### config.mk
export PLATFORM = sky130hd
export DESIGN_NAME = alu_cmd_ctrl_flat
export DESIGN_NICKNAME = d
export VERILOG_FILES = /design/src/rtl/alu_cmd_ctrl_if.sv /design/src/rtl/alu_cmd_ctrl.sv /design/src/flat_wrapper.sv
export SDC_FILE = /design/constraint.sdc
export NUM_CORES = 1
export LEC_CHECK = 0
export ABC_AREA = 1
export BUFFER_PORTS_ARGS = -buffer_cell sky130_fd_sc_hd__buf_2
export CAP_MARGIN = 40
export CELL_PAD_IN_SITES_DETAIL_PLACEMENT = 0
export CELL_PAD_IN_SITES_GLOBAL_PLACEMENT = 2
export CORE_MARGIN = 2
export CORE_UTILIZATION = 30
export CTS_CLUSTER_DIAMETER = 30
export CTS_CLUSTER_SIZE = 16
export DETAILED_ROUTE_END_ITERATION = 16
export PLACE_DENSITY_LB_ADDON = 0.1
export SETUP_SLACK_MARGIN = 0.1
export SKIP_LAST_GASP = 1
export SLEW_MARGIN = 20
export SYNTH_ARGS = -nofsm -noshare
export SYNTH_HDL_FRONTEND = slang
export SYNTH_SLANG_ARGS = --single-unit
### constraint.sdc
create_clock -name clk -period 2.6 [get_ports clk]
set_clock_uncertainty 0.05 [all_clocks]
set_input_delay 0.26 -clock clk [delete_from_list [all_inputs] [get_ports clk]]
set_output_delay 0.26 -clock clk [all_outputs]
set_load 0.03 [all_outputs]
### src/rtl/alu_cmd_ctrl_if.sv
// alu_cmd_ctrl_if: groups the byte-link streams, the ALU command/result bus
// and the status outputs of the ALU command front-end.
//   rx_data/rx_valid/rx_ready : inbound command byte stream
//   tx_data/tx_valid/tx_ready : outbound result byte stream
//   alu_en/alu_fun/alu_a/alu_b: ALU command, alu_out/alu_out_valid: ALU result
//   busy/frame_err/timeout_err/frame_cnt : status
// master: the controller view. slave: the surrounding link and ALU.
interface alu_cmd_ctrl_if;
  localparam int unsigned BYTE_W = 8;
  localparam int unsigned OPND_W = 16;
  localparam int unsigned FUN_W  = 4;

  logic [BYTE_W-1:0] rx_data;
  logic              rx_valid;
  logic              rx_ready;
  logic [BYTE_W-1:0] tx_data;
  logic              tx_valid;
  logic              tx_ready;
  logic              alu_en;
  logic [FUN_W-1:0]  alu_fun;
  logic [OPND_W-1:0] alu_a;
  logic [OPND_W-1:0] alu_b;
  logic [OPND_W-1:0] alu_out;
  logic              alu_out_valid;
  logic              busy;
  logic              frame_err;
  logic              timeout_err;
  logic [BYTE_W-1:0] frame_cnt;

  modport master (
    input  rx_data, rx_valid, tx_ready, alu_out, alu_out_valid,
    output rx_ready, tx_data, tx_valid, alu_en, alu_fun, alu_a, alu_b,
           busy, frame_err, timeout_err, frame_cnt
  );

  modport slave (
    output rx_data, rx_valid, tx_ready, alu_out, alu_out_valid,
    input  rx_ready, tx_data, tx_valid, alu_en, alu_fun, alu_a, alu_b,
           busy, frame_err, timeout_err, frame_cnt
  );
endinterface

### src/rtl/alu_cmd_ctrl.sv
// alu_cmd_ctrl: receives a 5-byte command frame (header, A lo, A hi, B lo,
// B hi), issues one ALU operation, waits for the registered ALU result and
// returns it as two bytes, low byte first.
// Ports:
//   clk         : system clock, rising edge
//   rst         : synchronous active-low reset
//   bus.master  : byte streams, ALU bus and status (see alu_cmd_ctrl_if)
// Parameter:
//   TIMEOUT_CYC : WAIT cycles without alu_out_valid before the frame is aborted
module alu_cmd_ctrl #(
  parameter int unsigned TIMEOUT_CYC = 4
) (
  input  logic           clk,
  input  logic           rst,
  alu_cmd_ctrl_if.master bus
);

  localparam int unsigned CNT_W  = $clog2(TIMEOUT_CYC + 1);
  localparam int unsigned BYTE_W = 8;
  localparam int unsigned OPND_W = 16;
  localparam int unsigned FUN_W  = 4;
  localparam logic [3:0]  SYNC   = 4'hA;

  typedef enum logic [3:0] {
    S_IDLE, S_A_LO, S_A_HI, S_B_LO, S_B_HI,
    S_ISSUE, S_WAIT, S_TX_LO, S_TX_HI
  } state_t;

  state_t state;
  state_t state_nxt;

  logic [FUN_W-1:0]  fun_q;
  logic [OPND_W-1:0] a_q;
  logic [OPND_W-1:0] b_q;
  logic [OPND_W-1:0] result_q;
  logic [BYTE_W-1:0] frame_cnt_q;
  logic [CNT_W-1:0]  wait_cnt;
  logic              frame_err_q;
  logic              timeout_err_q;

  logic rx_open;
  logic rx_fire;
  logic tx_fire;
  logic hdr_ok;
  logic timeout_hit;

  // Handshake qualifiers; rx_open depends on the state register only.
  assign rx_open     = (state inside {S_IDLE, S_A_LO, S_A_HI, S_B_LO, S_B_HI});
  assign rx_fire     = rx_open && bus.rx_valid;
  assign tx_fire     = (state inside {S_TX_LO, S_TX_HI}) && bus.tx_ready;
  assign hdr_ok      = (bus.rx_data[7:4] == SYNC);
  assign timeout_hit = (wait_cnt == CNT_W'(TIMEOUT_CYC));

  // State register.
  always_ff @(posedge clk) begin
    if (!rst) state <= S_IDLE;
    else      state <= state_nxt;
  end

  // Next-state decode.
  always_comb begin
    state_nxt = state;
    case (state)
      S_IDLE:  if (rx_fire && hdr_ok) state_nxt = S_A_LO;
      S_A_LO:  if (rx_fire) state_nxt = S_A_HI;
      S_A_HI:  if (rx_fire) state_nxt = S_B_LO;
      S_B_LO:  if (rx_fire) state_nxt = S_B_HI;
      S_B_HI:  if (rx_fire) state_nxt = S_ISSUE;
      S_ISSUE: state_nxt = S_WAIT;
      S_WAIT: begin
        if (bus.alu_out_valid) state_nxt = S_TX_LO;
        else if (timeout_hit)  state_nxt = S_IDLE;
      end
      S_TX_LO: if (tx_fire) state_nxt = S_TX_HI;
      S_TX_HI: if (tx_fire) state_nxt = S_IDLE;
      default: state_nxt = S_IDLE;
    endcase
  end

  // Operand capture, wait counter, result register, error pulses, frame count.
  always_ff @(posedge clk) begin
    if (!rst) begin
      fun_q         <= '0;
      a_q           <= '0;
      b_q           <= '0;
      result_q      <= '0;
      frame_cnt_q   <= '0;
      wait_cnt      <= '0;
      frame_err_q   <= 1'b0;
      timeout_err_q <= 1'b0;
    end else begin
      frame_err_q   <= 1'b0;
      timeout_err_q <= 1'b0;
      case (state)
        S_IDLE: begin
          if (rx_fire) begin
            if (hdr_ok) fun_q       <= bus.rx_data[3:0];
            else        frame_err_q <= 1'b1;
          end
        end
        S_A_LO:  if (rx_fire) a_q[7:0]  <= bus.rx_data;
        S_A_HI:  if (rx_fire) a_q[15:8] <= bus.rx_data;
        S_B_LO:  if (rx_fire) b_q[7:0]  <= bus.rx_data;
        S_B_HI:  if (rx_fire) b_q[15:8] <= bus.rx_data;
        S_ISSUE: wait_cnt <= '0;
        S_WAIT: begin
          if (bus.alu_out_valid) result_q      <= bus.alu_out;
          else if (timeout_hit)  timeout_err_q <= 1'b1;
          else                   wait_cnt      <= wait_cnt + CNT_W'(1);
        end
        S_TX_HI: if (tx_fire) frame_cnt_q <= frame_cnt_q + BYTE_W'(1);
        default: ;
      endcase
    end
  end

  // Output decode: strobes come from the state register, data from registers.
  always_comb begin
    bus.rx_ready    = rx_open;
    bus.busy        = (state != S_IDLE);
    bus.alu_en      = (state == S_ISSUE);
    bus.tx_valid    = (state inside {S_TX_LO, S_TX_HI});
    bus.tx_data     = '0;
    bus.alu_fun     = fun_q;
    bus.alu_a       = a_q;
    bus.alu_b       = b_q;
    bus.frame_err   = frame_err_q;
    bus.timeout_err = timeout_err_q;
    bus.frame_cnt   = frame_cnt_q;
    if (state == S_TX_LO)      bus.tx_data = result_q[7:0];
    else if (state == S_TX_HI) bus.tx_data = result_q[15:8];
  end

endmodule
### src/flat_wrapper.sv
// flat-port wrapper written by rule: the top's interface ports become plain ports
module alu_cmd_ctrl_flat 
#(
  parameter int unsigned TIMEOUT_CYC = 4
)
  (clk, rst, bus_rx_data, bus_rx_valid, bus_tx_ready, bus_alu_out, bus_alu_out_valid, bus_rx_ready, bus_tx_data, bus_tx_valid, bus_alu_en, bus_alu_fun, bus_alu_a, bus_alu_b, bus_busy, bus_frame_err, bus_timeout_err, bus_frame_cnt);
  alu_cmd_ctrl_if bus_i ();
  input  logic clk;
  input  logic rst;
  input wire logic [$bits(bus_i.rx_data)-1:0] bus_rx_data;
  input wire logic [$bits(bus_i.rx_valid)-1:0] bus_rx_valid;
  input wire logic [$bits(bus_i.tx_ready)-1:0] bus_tx_ready;
  input wire logic [$bits(bus_i.alu_out)-1:0] bus_alu_out;
  input wire logic [$bits(bus_i.alu_out_valid)-1:0] bus_alu_out_valid;
  output wire logic [$bits(bus_i.rx_ready)-1:0] bus_rx_ready;
  output wire logic [$bits(bus_i.tx_data)-1:0] bus_tx_data;
  output wire logic [$bits(bus_i.tx_valid)-1:0] bus_tx_valid;
  output wire logic [$bits(bus_i.alu_en)-1:0] bus_alu_en;
  output wire logic [$bits(bus_i.alu_fun)-1:0] bus_alu_fun;
  output wire logic [$bits(bus_i.alu_a)-1:0] bus_alu_a;
  output wire logic [$bits(bus_i.alu_b)-1:0] bus_alu_b;
  output wire logic [$bits(bus_i.busy)-1:0] bus_busy;
  output wire logic [$bits(bus_i.frame_err)-1:0] bus_frame_err;
  output wire logic [$bits(bus_i.timeout_err)-1:0] bus_timeout_err;
  output wire logic [$bits(bus_i.frame_cnt)-1:0] bus_frame_cnt;
  assign bus_i.rx_data = bus_rx_data;
  assign bus_i.rx_valid = bus_rx_valid;
  assign bus_i.tx_ready = bus_tx_ready;
  assign bus_i.alu_out = bus_alu_out;
  assign bus_i.alu_out_valid = bus_alu_out_valid;
  assign bus_rx_ready = bus_i.rx_ready;
  assign bus_tx_data = bus_i.tx_data;
  assign bus_tx_valid = bus_i.tx_valid;
  assign bus_alu_en = bus_i.alu_en;
  assign bus_alu_fun = bus_i.alu_fun;
  assign bus_alu_a = bus_i.alu_a;
  assign bus_alu_b = bus_i.alu_b;
  assign bus_busy = bus_i.busy;
  assign bus_frame_err = bus_i.frame_err;
  assign bus_timeout_err = bus_i.timeout_err;
  assign bus_frame_cnt = bus_i.frame_cnt;
  alu_cmd_ctrl #(.TIMEOUT_CYC(TIMEOUT_CYC)) u_core (.clk(clk), .rst(rst), .bus(bus_i));
endmodule
# Word-level counts from Yosys, hierarchy flattened
# Cells that the tools add are included.
[classes]
n_mux = 17
n_reduce_logical = 19
n_eq_ne = 20
n_addsub = 2
bitwise = 2
[ops]
columns = ["operator", "n"]
rows = [
  ["two-way mux 4 bit", 9],
  ["case mux 4 bit (9 select lines)", 1],
  ["== test 4 x 3 -> 1 bit, second input constant", 4],
  ["two-way mux 8 bit", 2],
  ["inequality test 2 x 1 -> 1 bit, second input constant", 6],
  ["AND reduction 2 bit", 6],
  ["AND reduction 3 bit", 3],
  ["adder 8 x 1 -> 8 bit, second input constant", 1],
  ["== test 4 x 2 -> 1 bit, second input constant", 2],
  ["== test 4 bit, second input constant", 2],
  ["AND reduction 8 bit", 1],
  ["two-way mux 3 bit", 2],
  ["inequality test 2 bit, second input constant", 3],
  ["case mux 3 bit (2 select lines)", 1],
  ["nonzero test 5 bit", 1],
  ["== test 4 x 1 -> 1 bit, second input constant", 1],
  ["zero test 4 bit", 1],
  ["nonzero test 2 bit", 2],
  ["nonzero test 4 bit", 1],
  ["adder 3 x 1 -> 3 bit, second input constant", 1],
  ["== test 3 bit, second input constant", 1],
  ["logical AND 1 bit", 3],
  ["inequality test 3 x 2 -> 1 bit, second input constant", 1],
  ["OR reduction 3 bit", 1],
  ["2 further kinds", 4],
]
[totals]
output_inout_bits = 58
register_bits = 69
wordCells = 71
inputBits = 29

# Depth between registers and ports, before layout
[logic_depth]
depth_word = 6
depth_mapped = 10
mapped_depth_nobuf = 10

# Least setup slack after synthesis
# No wires, ideal clock.
[synth_path]
kind = "register -> output"
start = "register u_core.state[1]"
end = "output port bus_tx_data[0]"
n_path_buf = 1
arrival_time_ps = 1415
stages_incl_launch_ff = 6
slack_ps = 875
required_ps = 2290
cell_sequence = "dfxtp_1 -> buf_6 -> nand2_1 -> nor2_1 -> clkinv_1 -> o22ai_1"
[synth_between]
elab_chain_len = 3
elab_cells_between_ends = 4
cone_classes = "eq/ne (2); mux (2)"
[synth_lines]
columns = ["element", "line", "source"]
rows = [
  ["start: declaration", "alu_cmd_ctrl.sv:29", "state_t state;"],
  ["start signal: assignment", "alu_cmd_ctrl.sv:57", "else state <= state_nxt;"],
  ["== test 4 bit", "alu_cmd_ctrl.sv:131", "else if (state == S_TX_HI) bus.tx_data = result_q[15:8];"],
  ["two-way mux 8 bit", "alu_cmd_ctrl.sv:131", ""],
  ["two-way mux 8 bit *", "alu_cmd_ctrl.sv:130", "if (state == S_TX_LO) bus.tx_data = result_q[7:0];"],
  ["end: declaration", "flat_wrapper.sv:16", "output wire logic [$bits(bus_i.tx_data)-1:0] bus_tx_data;"],
]
# Mark *: on every way between the ends. The rest lies on a longest branch, timed or not.

# Worst setup path after layout
[layout_path]
start = "register u_core.state[1]"
end = "output port bus_tx_data[5]"
# Same word-level chain as after synthesis.

==> out/qor.yml <==
rr_worst_depth: 7
tightest_slew_ns: 0.648
pwr_density_cell_mw_per_mm2: 813
clk_pin_slew_worst_paths_ns: 0.07
grt_first_pass_wirelength_microns: 13000
multi_input_area_sq_mm: 0.00138
post-route-period-util_pct: 82.5
vias_per_cell: 4.53
hold_violations: 0
hold_path_class: "input port to flop"
io_pins: 87
numClockSinks: 69
placement.io_buffers: 86
root_buffer: "clkbuf_8"
slew_violations: 0
layout-drive-gt1-share_pct: 28.0
path_class: "flop to output pin"
max-vdd-ir-drop_mv: 0.298
stdcell_count: 608
fin_util_pct: 38.3
clock_path_buffers: 2
holdPathStages: 3
wl_per_cell_microns: 13.0
first_pass_iters: 4
fill_cells: 1100
worstPathMaxFanout: 9
hpwl_microns: 5580
yosysWarnings: 0
die_width_microns: 104
grt_use_total_pct: 15.1
rows: 36
p_sw_share_pct: 38.0
post_cts_buffers: 0
grt_pass1_vias: 2568
num_vias: 2757
fin_nets: 502
cp.arrival_ns: 1.83
start_util_pct: 30.7
async_flop_share_pct: 0
fmax_mhz: 466
cts_buffers: 9
post-place-cells: 592
run_status: "finished, final reports clean"
crit_required_ns: 2.29
slew_headroom_pct: 56.5
syn_nets: 417
htreeDepth: 3
start_kind: "flop"
final_cell_mix: "86 x buf_2, 68 x dfxtp_1, 63 x nand2_1"
synthFlopType: "dfxtp_1"
setup_viol: 0
grt_remaining_overflow: 0
grt_max_degree: 36
layout_commonest_cell: "buf_2"
synthDistinctLibCells: 32
synth_top_area_share_pct: 46.2
areaGrowthSynthToFinish_pct: 24.8
max_cap_viol_count: 0
rsz0062_at_grt: "false"
ys_ff_latch: 69
gp_congestion: 0.740
finalSetupTns_ns: 0
wirelength_microns: 7900
drt_iter0_drc: 79
antenna_found_initial: 0
syn-cell-area_sq_mm: 0.00299
clock_latency_ns: 0.33
synth_edf_count: 0
yosysSeqAreaShare_pct: 46.2
p_comb_share_pct: 31.4
pwr-share-seq_pct: 40.1
drtAntennaViolNets: 0
seqCellArea_sq_mm: 0.00138
switching_power_mw: 1.15
min_period_ns: 2.14
die_y_microns: 104
floorplan.die_area_sq_mm: 0.0108
netlist_instances: 385
fp.coreArea_sq_mm: 0.00973
crit_path_end_kind: "output pin"
clockPowerShare_pct: 28.5
cts_tree: "done"
antennaDiodeCount: 0
synth.avg_cell_area_sq_um: 7.76
yosysTopAreaCell: "dfxtp_1"
p_int_mw: 1.88
synth_area_leaders: "dfxtp_1 46%, a21oi_1 9.4%, nand2_1 7.9%"
route.detailed.drc: 0
p_leak_nw: 1.58
## logic make-up (layout without fill, tap and decap cells)
group,count (synthesis),count (layout),share of synthesized area [%]
XOR/XNOR,1,1,0.293
AND/OR/NAND/NOR,171,171,29.9
flip-flops,69,69,46.2
adder cells (fa/ha/maj),3,3,1.26
buffers and inverters,56,146,7.58
AO/OA/AOI/OAI,85,85,14.7
## critical path, stage by stage (launching register included)
cell	delay (ns)
dfxtp_2	0.44
nand2_1	0.16
nor2_1	0.18
clkinv_1	0.27
o22ai_1	0.21
buf_2	0.23
## power groups by stage
stage / clock network, mW / logic [mW] / registers [mW]
final: 0.865 / 0.952 / 1.21
after CTS: 0.904 / 0.967 / 1.21
after detailed placement: 0 / 0.965 / 1.24
after global routing: 0.938 / 1.06 / 1.23
after floorplan: 0 / 0.659 / 1.31
after global placement: 0 / 0.974 / 1.24
## path summary, 6_finish.rpt
kind / startpoint / endpoint / slack [ns]
worst max-delay path: u_core.state[1] / bus_tx_data[5] / 0.46
worst min-delay path: bus_alu_out[0] / u_core.result_q[0] / 0.15
worst max register to register: u_core.state[3] / u_core.state[0] / 0.91
worst min register to register: u_core.result_q[6] / u_core.result_q[6] / 0.40
## per-stage QoR
stage / area [sq um] / setup WS, ns / total power, mW / hold WS, ns
after detailed placement: 3530 / 0.649 / 2.20 / 0.392
after floorplan: 2990 / 0.875 / 1.96 / 0.374
final: 3730 / 0.455 / 3.03 / 0.147
after CTS: 3730 / 0.259 / 3.08 / 0.128
after global placement: 3530 / 0.714 / 2.21 / 0.388
after global routing: 3730 / 0.239 / 3.23 / 0.139
## layer usage
layer	up-vias	GRT usage, %	wire length, microns
li1	1465	-	-
met1	1224	19.4	3840
met2	63	24.4	3590
met3	5	5.16	394
met4	0	4.05	76
met5	-	0	0
## registers in the layout, summed over array words and instances (netlist names), 3 cells and up
signal                count
u_core.bus.alu_fun        4
u_core.result_q          16
u_core.bus.alu_b         16
u_core.state              4
u_core.wait_cnt           3
u_core.bus.frame_cnt      8
u_core.bus.alu_a         16
## cell type report
cell class	instances	share of cell area, %
flip-flops and latches	69	37.1
well taps	133	4.46
inverters	41	4.13
clock buffers	12	3.89
clock inverters	4	1.28
repair buffers	89	12.1
multi-input cells	260	37.0
## synthesized netlist by cell type (6+ instances only)
cell and number:
o22ai_1 8, o21ai_0 19, clkbuf_1 9, nand2_1 63, inv_2 7, nand3_1 44, a21oi_1 56, nor3_1 10
nor2_1 23, inv_1 32, dfxtp_1 69, nor2_4 6
## repair_timing
| action | 4_1_cts | 5_1_grt |
|---|---|---|
| endpoints found under the setup margin | 0 | 1 |
| resized for setup | 0 | 1 |
| hold buffers | 0 | 0 |
No activity file was read; power rests on OpenSTA's default activity.
